[src/rtl/branch_redirect_ctrl.sv]
// Picks the oldest mispredicting branch across two issue lanes, pulses a flush,
// holds a redirect toward fetch/BPU until accepted, and keeps prediction counters.
module branch_redirect_ctrl #(
    parameter int VADDR_W  = 32,
    parameter int CKPT_W   = 8,
    parameter int REPAIR_W = 4,
    parameter int CNT_W    = 32
) (
    input  logic                  clk,
    input  logic                  rst,
    input  logic [1:0]            br_valid_i,
    input  logic [1:0]            br_isBranch_i,
    input  logic [1:0]            br_risk_i,
    input  logic [1:0]            br_corrTake_i,
    input  logic [2*VADDR_W-1:0]  br_corrDest_i,
    input  logic [2*CKPT_W-1:0]   br_checkPoint_i,
    input  logic [2*REPAIR_W-1:0] br_repairAction_i,
    input  logic                  exc_flush_i,
    input  logic                  redirect_ready_i,
    output logic                  flush_o,
    output logic                  redirect_valid_o,
    output logic                  redirect_lane_o,
    output logic [VADDR_W-1:0]    redirect_pc_o,
    output logic                  redirect_take_o,
    output logic [CKPT_W-1:0]     redirect_checkPoint_o,
    output logic [REPAIR_W-1:0]   redirect_repairAction_o,
    output logic                  busy_o,
    output logic [CNT_W-1:0]      hit_cnt_o,
    output logic [CNT_W-1:0]      miss_cnt_o,
    output logic [CNT_W-1:0]      takenHit_cnt_o
);

    typedef enum logic {IDLE, REDIRECT} state_t;

    state_t              state_q;
    logic                flush_q;
    logic                lane_q;
    logic [VADDR_W-1:0]  pc_q;
    logic                take_q;
    logic [CKPT_W-1:0]   ckpt_q;
    logic [REPAIR_W-1:0] repair_q;
    logic [CNT_W-1:0]    hit_cnt_q, hit_cnt_d;
    logic [CNT_W-1:0]    miss_cnt_q, miss_cnt_d;
    logic [CNT_W-1:0]    takenHit_cnt_q, takenHit_cnt_d;

    logic [1:0]          live, miss, counted, hit_inc, miss_inc, taken_inc;
    logic                sel;
    logic [VADDR_W-1:0]  sel_pc;
    logic                sel_take;
    logic [CKPT_W-1:0]   sel_ckpt;
    logic [REPAIR_W-1:0] sel_repair;

    always_comb begin
        live      = br_valid_i & br_isBranch_i;
        miss      = live & br_risk_i;
        sel       = ~miss[0];
        // A lane0 miss squashes lane1 entirely, so lane1 must not be counted.
        counted   = {live[1] & ~miss[0], live[0]};
        hit_inc   = counted & ~br_risk_i;
        miss_inc  = counted & br_risk_i;
        taken_inc = hit_inc & br_corrTake_i;

        hit_cnt_d      = hit_cnt_q + CNT_W'(hit_inc[0]) + CNT_W'(hit_inc[1]);
        miss_cnt_d     = miss_cnt_q + CNT_W'(miss_inc[0]) + CNT_W'(miss_inc[1]);
        takenHit_cnt_d = takenHit_cnt_q + CNT_W'(taken_inc[0]) + CNT_W'(taken_inc[1]);

        sel_pc     = sel ? br_corrDest_i[2*VADDR_W-1:VADDR_W]      : br_corrDest_i[VADDR_W-1:0];
        sel_take   = sel ? br_corrTake_i[1]                         : br_corrTake_i[0];
        sel_ckpt   = sel ? br_checkPoint_i[2*CKPT_W-1:CKPT_W]       : br_checkPoint_i[CKPT_W-1:0];
        sel_repair = sel ? br_repairAction_i[2*REPAIR_W-1:REPAIR_W] : br_repairAction_i[REPAIR_W-1:0];
    end

    always_ff @(posedge clk) begin
        if (!rst) begin
            state_q        <= IDLE;
            flush_q        <= 1'b0;
            lane_q         <= 1'b0;
            pc_q           <= '0;
            take_q         <= 1'b0;
            ckpt_q         <= '0;
            repair_q       <= '0;
            hit_cnt_q      <= '0;
            miss_cnt_q     <= '0;
            takenHit_cnt_q <= '0;
        end else begin
            flush_q <= 1'b0;
            if (exc_flush_i) begin
                state_q <= IDLE;
            end else begin
                case (state_q)
                    IDLE: begin
                        hit_cnt_q      <= hit_cnt_d;
                        miss_cnt_q     <= miss_cnt_d;
                        takenHit_cnt_q <= takenHit_cnt_d;
                        if (|miss) begin
                            state_q  <= REDIRECT;
                            flush_q  <= 1'b1;
                            lane_q   <= sel;
                            pc_q     <= sel_pc;
                            take_q   <= sel_take;
                            ckpt_q   <= sel_ckpt;
                            repair_q <= sel_repair;
                        end
                    end
                    REDIRECT: begin
                        // Younger lane results are being squashed; only the handshake matters.
                        if (redirect_ready_i) state_q <= IDLE;
                    end
                    default: state_q <= IDLE;
                endcase
            end
        end
    end

    assign flush_o                 = flush_q;
    assign redirect_valid_o        = (state_q == REDIRECT);
    assign busy_o                  = (state_q == REDIRECT);
    assign redirect_lane_o         = lane_q;
    assign redirect_pc_o           = pc_q;
    assign redirect_take_o         = take_q;
    assign redirect_checkPoint_o   = ckpt_q;
    assign redirect_repairAction_o = repair_q;
    assign hit_cnt_o               = hit_cnt_q;
    assign miss_cnt_o              = miss_cnt_q;
    assign takenHit_cnt_o          = takenHit_cnt_q;

endmodule
[config.mk]
export PLATFORM = sky130hd
export DESIGN_NAME = branch_redirect_ctrl
export DESIGN_NICKNAME = d
export VERILOG_FILES = /design/src/rtl/branch_redirect_ctrl.sv
export SDC_FILE = /design/constraint.sdc
export NUM_CORES = 1
export LEC_CHECK = 0
export CELL_PAD_IN_SITES_DETAIL_PLACEMENT = 1
export CELL_PAD_IN_SITES_GLOBAL_PLACEMENT = 1
export CORE_MARGIN = 8
export CORE_UTILIZATION = 29
export CTS_BUF_LIST = sky130_fd_sc_hd__clkbuf_4
export DETAILED_ROUTE_END_ITERATION = 8
export PLACE_DENSITY_LB_ADDON = 0.1
export SLEW_MARGIN = 20
export SYNTH_ARGS = -nofsm -noshare
export SYNTH_HDL_FRONTEND = slang
export SYNTH_SLANG_ARGS = --single-unit
[constraint.sdc]
create_clock -name clk -period 3.7 [get_ports clk]
set_clock_uncertainty 0.05 [all_clocks]
set_input_delay 1.11 -clock clk [delete_from_list [all_inputs] [get_ports clk]]
set_output_delay 1.11 -clock clk [all_outputs]
set_load 0.05 [all_outputs]
# Word level (Yosys, flattened, before mapping)
# Index checks and enable logic that the tools add are counted.
# W data, S select, Z words.
[totals] reg_bits=144 in_bits=100 output_inout_bits=145 word_cells=39
[classes] addsub=6 mux=7 bitwise_logic=11 n_reduce_logical=5
[ops] operator="$add A32 B1 Y32" n=6
[ops] operator="$mux W32" n=1
[ops] operator="$and A2 B2 Y2" n=5
[ops] operator="$mux W8" n=1
[ops] operator="$mux W4" n=1
[ops] operator="$not A1 Y1" n=4
[ops] operator="$reduce_or A2 Y1" n=2
[ops] operator="$mux W1" n=3
[ops] operator="$reduce_and A3 Y1" n=1
[ops] operator="$reduce_or A3 Y1" n=1
[ops] operator="$not A2 Y2" n=1
[ops] operator="$pmux W1 S2" n=1
[ops] operator="$reduce_and A2 Y1" n=1
[ops] operator="$and A1 B1 Y1" n=1

# Depth between registers and ports, before layout
[logic_depth] ltp_word=8 depth_mapped=12

# Worst setup path after synthesis
# No wires, ideal clock.
[synth_path] kind="input to register" startpoint="input port br_valid_i[0]" endpoint="register hit_cnt_q[31] (netlist: hit_cnt_o[31])" t_arrival_ps=3535 required_time_ps=3580 path_slack_ps=45 path_stages=11 path_buffers=3 path_cell_list="nand3_1 clkbuf_1 clkbuf_1 nand4b_1 fa_1 and4b_1 and4_1 clkbuf_1 nand3_1 or3_1 a21oi_1"
[synth_via] elab_chain_cells=6
[synth_rtl] element="start, declared" line_no="11" rtl="input logic [1:0] br_valid_i,"
[synth_rtl] element="$and A2 B2 Y2 *" line_no="54" rtl="live = br_valid_i & br_isBranch_i;"
[synth_rtl] element="$and A2 B2 Y2" line_no="55" rtl="miss = live & br_risk_i;"
[synth_rtl] element="$not A1 Y1" line_no="58" rtl="counted = {live[1] & ~miss[0], live[0]};"
[synth_rtl] element="$and A1 B1 Y1" line_no="58"
[synth_rtl] element="$and A2 B2 Y2 *" line_no="59" rtl="hit_inc = counted & ~br_risk_i;"
[synth_rtl] element="$add A32 B1 Y32 *" line_no="63" rtl="hit_cnt_d = hit_cnt_q + CNT_W'(hit_inc[0]) + CNT_W'(hit_inc[1]);"
[synth_rtl] element="end signal, assigned" line_no="92" rtl="hit_cnt_q <= hit_cnt_d;"
[synth_rtl] element="end, declared" line_no="42" rtl="logic [CNT_W-1:0] hit_cnt_q, hit_cnt_d;"
# Mark *: on every way between the ends. The rest lies on a longest branch, timed or not.
# A chain may end at the register's enable or synchronous reset.

# Final worst setup path
[layout_path] startpoint="input port br_valid_i[1]" endpoint="register miss_cnt_q[12] (netlist: miss_cnt_o[12])"
[layout_via] elab_chain_cells=4
[layout_rtl] element="$and A2 B2 Y2" line_no="54"
[layout_rtl] element="$and A1 B1 Y1" line_no="58"
[layout_rtl] element="$and A2 B2 Y2" line_no="60" rtl="miss_inc = counted & br_risk_i;"
[layout_rtl] element="$add A32 B1 Y32" line_no="64" rtl="miss_cnt_d = miss_cnt_q + CNT_W'(miss_inc[0]) + CNT_W'(miss_inc[1]);"
[layout_rtl] element="end signal, assigned" line_no="93" rtl="miss_cnt_q <= miss_cnt_d;"
[layout_rtl] element="end, declared" line_no="43" rtl="logic [CNT_W-1:0] miss_cnt_q, miss_cnt_d;"
# Every way passes these cells.

==> results_dict.tcl <==
set metrics [dict create \
    io_buffer_count 244 \
    worst_hold_path.endpoint "redirect_lane_o$_SDFFE_PN0P_" \
    worstMarginPinSlew_ps 757 \
    clockPowerShare_pct 32.8 \
    avgViaCountPerCell 4.80 \
    vias 6273 \
    drtIter0Drc 241 \
    gr-total-overflow 0 \
    worstPathMaxFanout 4 \
    drc 0 \
    clkTransAtPathRegs_ps 120 \
    hold_slack_ps 437 \
    clk_latency_ps 560 \
    num_io_pins 245 \
    synthCells 762 \
    intPower_uw 2120 \
    antenna_found_initial 3 \
    synth.distinct_cells 42 \
    core_region_area_mm2 0.0218 \
    final-hold-violation-count 0 \
    cts_sinks 144 \
    synthesis.area_per_instance_um2 8.44 \
    postCtsHoldBufs 0 \
    routability_congestion 0.757 \
    end_kind "register" \
    crit_path_max_incr_delay_ps 500 \
    pwr_density_cell_mw_per_mm2 317 \
    finish.net_count 1117 \
    hold_start "redirect_lane_o$_SDFFE_PN0P_" \
    synth.yosys.seq_area_share_pct 44.8 \
    cts.repair.resized 0 \
    global_route_wire_length_before_repair_um 35200 \
    netlist_area_mm2 0.00643 \
    drtAntennaViolNets 0 \
    worst-setup-path-type "in2reg" \
    dieArea_mm2 0.0272 \
    dpl_hpwl_um 16800 \
    async_reset_ff_share_pct 0 \
    yosys_most_used_dff "sky130_fd_sc_hd__dfxtp_1" \
    arrival_time_at_the_worst_endpoint_ps 3790 \
    final_max_slew_viol_count 0 \
    post-route-util_pct 43.9 \
    p_sw_share_pct 30.1 \
    timing.fmax_ghz 0.295 \
    clk_path_buf_depth 2 \
    avgRoutedWirePerCell_um 17.5 \
    critPathLaunchType "input port" \
    drive_above_1_share_pct 7.23 \
    cts_inserted_buffers 17 \
    period_share_pct 91.5 \
    timing.setup.tns_ps 0 \
    vias_in_the_first_global_route 6261 \
    synth-seq-cells 144 \
    fin_crit_ps 3390 \
    worst_slack_at_placement_ps -209 \
    rr_startpoint "hit_cnt_o[0]$_SDFFE_PN0P_" \
    power_switching_uw 914 \
    groute.usage.overall_pct 16.4 \
    critical_path.cell_chain "clkdlybuf4s50_1 > nand3_1 > nor2_1 > fa_1 > ha_1 > or3b_1 > nor3_1 > buf_4 > nand4_1 > xnor2_1 > and2_1" \
    cts_tree "done" \
    terminus_of_the_critical_flop_to_flop_path "hit_cnt_o[14]$_SDFFE_PN0P_" \
    area_growth_from_synthesis_to_layout_pct 49.0 \
    worst_hold_path_type "reg2reg" \
    timing.reg2reg.worst_path_depth 9 \
    rsz0062_at_grt "no" \
    timing.slew.headroom_pct 49.1 \
    p_seq_share_pct 52.7 \
    synthesis.yosys.warnings 0 \
    crit_path_top_delay_cell "sky130_fd_sc_hd__clkdlybuf4s50_1" \
    largest_net_degree_at_the_start_of_global_routing 94 \
    number_of_flops_mapped_to_enable_cells_by_yosys 0 \
    total_nets_after_synthesis 868 \
    outcome "complete, no violations" \
    cts_setup_buffers 0 \
    whs_path_depth 2 \
    detail_route.first_pass.iterations 4 \
    power.total_uw 3040 \
    critical_path_required_ps 4100 \
    finalSetupViolations 0 \
    h-tree-depth 4 \
    leakage_uw 0.00344 \
    power_frac_comb_pct 14.5 \
    routed_wirelength_um 22900 \
    timing.critical_path.buf_inv 2 \
    ir_drop_mv 0.147 \
    initial_core_util_pct 29.5 \
    die_width_um 165 \
    layout_setup_ws_ps 314 \
    cp_top_family "simple AND/OR/NAND/NOR gates" \
    floorplan_row_count 54 \
    regToRegSetupSlack_ps 1490 \
    buffer_cell_driving_the_clock_tree_root "sky130_fd_sc_hd__clkbuf_4" \
    cap_violations 0 \
    die_height_um 165 \
]
-- cells by family (layout without fill, tap and decap cells) --
group	count (synthesis)	after routing	synth area share [%]
AND/OR/NAND/NOR	406	406	30.8
flip-flops	144	144	44.8
XOR/XNOR	78	78	10.6
AO/OA/AOI/OAI	71	71	8.27
buffers and inverters	54	316	3.48
adder cells (fa/ha/maj)	6	6	1.52
multiplexers	3	3	0.467
other	0	2	0
-- synthesized netlist by cell type, types with 2 or more instances --
master,n,area (um^2)
sky130_fd_sc_hd__a21oi_1,16,80.1
sky130_fd_sc_hd__a311oi_1,45,394
sky130_fd_sc_hd__and2_1,8,50.1
sky130_fd_sc_hd__and3_1,15,93.8
sky130_fd_sc_hd__and4_1,14,123
sky130_fd_sc_hd__and4bb_2,2,25.0
sky130_fd_sc_hd__buf_2,5,25.0
sky130_fd_sc_hd__buf_4,2,15.0
sky130_fd_sc_hd__clkbuf_1,34,128
sky130_fd_sc_hd__dfxtp_1,144,2880
sky130_fd_sc_hd__fa_1,3,60.1
sky130_fd_sc_hd__ha_1,3,37.5
sky130_fd_sc_hd__inv_1,12,45.0
sky130_fd_sc_hd__mux2i_1,3,30.0
sky130_fd_sc_hd__nand2_1,134,503
sky130_fd_sc_hd__nand2b_1,4,25.0
sky130_fd_sc_hd__nand3_1,24,120
sky130_fd_sc_hd__nand3b_1,2,15.0
sky130_fd_sc_hd__nand4_1,29,181
sky130_fd_sc_hd__nand4_2,2,25.0
sky130_fd_sc_hd__nor2_1,133,499
sky130_fd_sc_hd__nor3_1,11,55.1
sky130_fd_sc_hd__nor4_1,4,25.0
sky130_fd_sc_hd__nor4_4,2,42.5
sky130_fd_sc_hd__o21ai_0,8,40.0
sky130_fd_sc_hd__or2_1,2,12.5
sky130_fd_sc_hd__or3_1,9,56.3
sky130_fd_sc_hd__or3b_1,2,17.5
sky130_fd_sc_hd__xnor2_1,31,272
sky130_fd_sc_hd__xor2_1,47,412
-- sequential cells by signal, summed over array words and instances, names as in the netlist --
name	cells
takenHit_cnt_o	32
redirect_take_o	1
busy_o	1
flush_o	1
redirect_pc_o	32
redirect_lane_o	1
hit_cnt_o	32
redirect_repairAction_o	4
miss_cnt_o	32
redirect_checkPoint_o	8
-- per-stage QoR --
| stage | cell area (um^2) | std cells |
|---|---|---|
| final | 9580 | 1306 |
| after global routing | 9580 | 1306 |
| after floorplan | 6430 | 762 |
| after detailed placement | 9310 | 1272 |
| after global placement | 9310 | 1272 |
| after CTS | 9580 | 1304 |
-- worst min-delay path, delay by kind of cell, from the launching register on --
| kind | cells | cell delay (ps) |
|---|---|---|
| AOI/OAI and AO/OA | 1 | 60 |
| DFF | 1 | 330 |
| and+or+nand+nor | 1 | 60 |
-- cells in the final DEF, fill, tap and decap left out, drive strengths merged, types with 15 or more instances in the layout --
cell | netlist | routed
clkdlybuf4s50 | 0 | 244
clkbuf | 34 | 18
xnor2 | 31 | 31
dfxtp | 144 | 144
nand4 | 31 | 31
xor2 | 47 | 47
and3 | 15 | 15
nor2 | 134 | 134
buf | 8 | 28
a311oi | 45 | 45
nand2 | 134 | 134
nand3 | 25 | 25
a21oi | 16 | 16
inv | 12 | 17
-- worst max path at each step --
stage,slack (ps),cells after the start,to,start
2_1_floorplan,50,11,hit_cnt_o[31]$_SDFFE_PN0P_,br_valid_i[0]
3_3_place_gp,-130,11,miss_cnt_o[12]$_SDFFE_PN0P_,br_valid_i[1]
3_5_place_dp,-210,11,miss_cnt_o[12]$_SDFFE_PN0P_,br_valid_i[1]
4_1_cts,400,11,miss_cnt_o[12]$_SDFFE_PN0P_,br_valid_i[1]
5_1_grt,300,11,miss_cnt_o[12]$_SDFFE_PN0P_,br_valid_i[1]
6_report,310,11,miss_cnt_o[12]$_SDFFE_PN0P_,br_valid_i[1]
-- area by class of cell --
cell class	instances	area [um^2]
clock inverters	14	131
flip-flops and latches	144	2880
multi-input cells	564	3340
repair buffers	272	2690
clock buffers	18	135
well taps	280	350
diodes	2	5.00
inverters	12	47.5
fillers	2605	12200
-- power by group through the flow --
stage,Combinational (uW),Clock [uW],Sequential (uW)
after global placement,444,0,1630
after floorplan,116,0,1740
after detailed placement,445,0,1640
final,441,995,1600
after CTS,447,1050,1600
after global routing,473,1110,1610
-- layer usage --
metal | global-route usage (%) | up-vias | share of wire, %
met5 | 0 | - | 0.057
met1 | 21.1 | 2966 | 46
met4 | 4.59 | 2 | 1.1
met2 | 25.9 | 166 | 46
met3 | 5.41 | 20 | 7.2
li1 | - | 3119 | -
(Power assumes the default switching activity.)
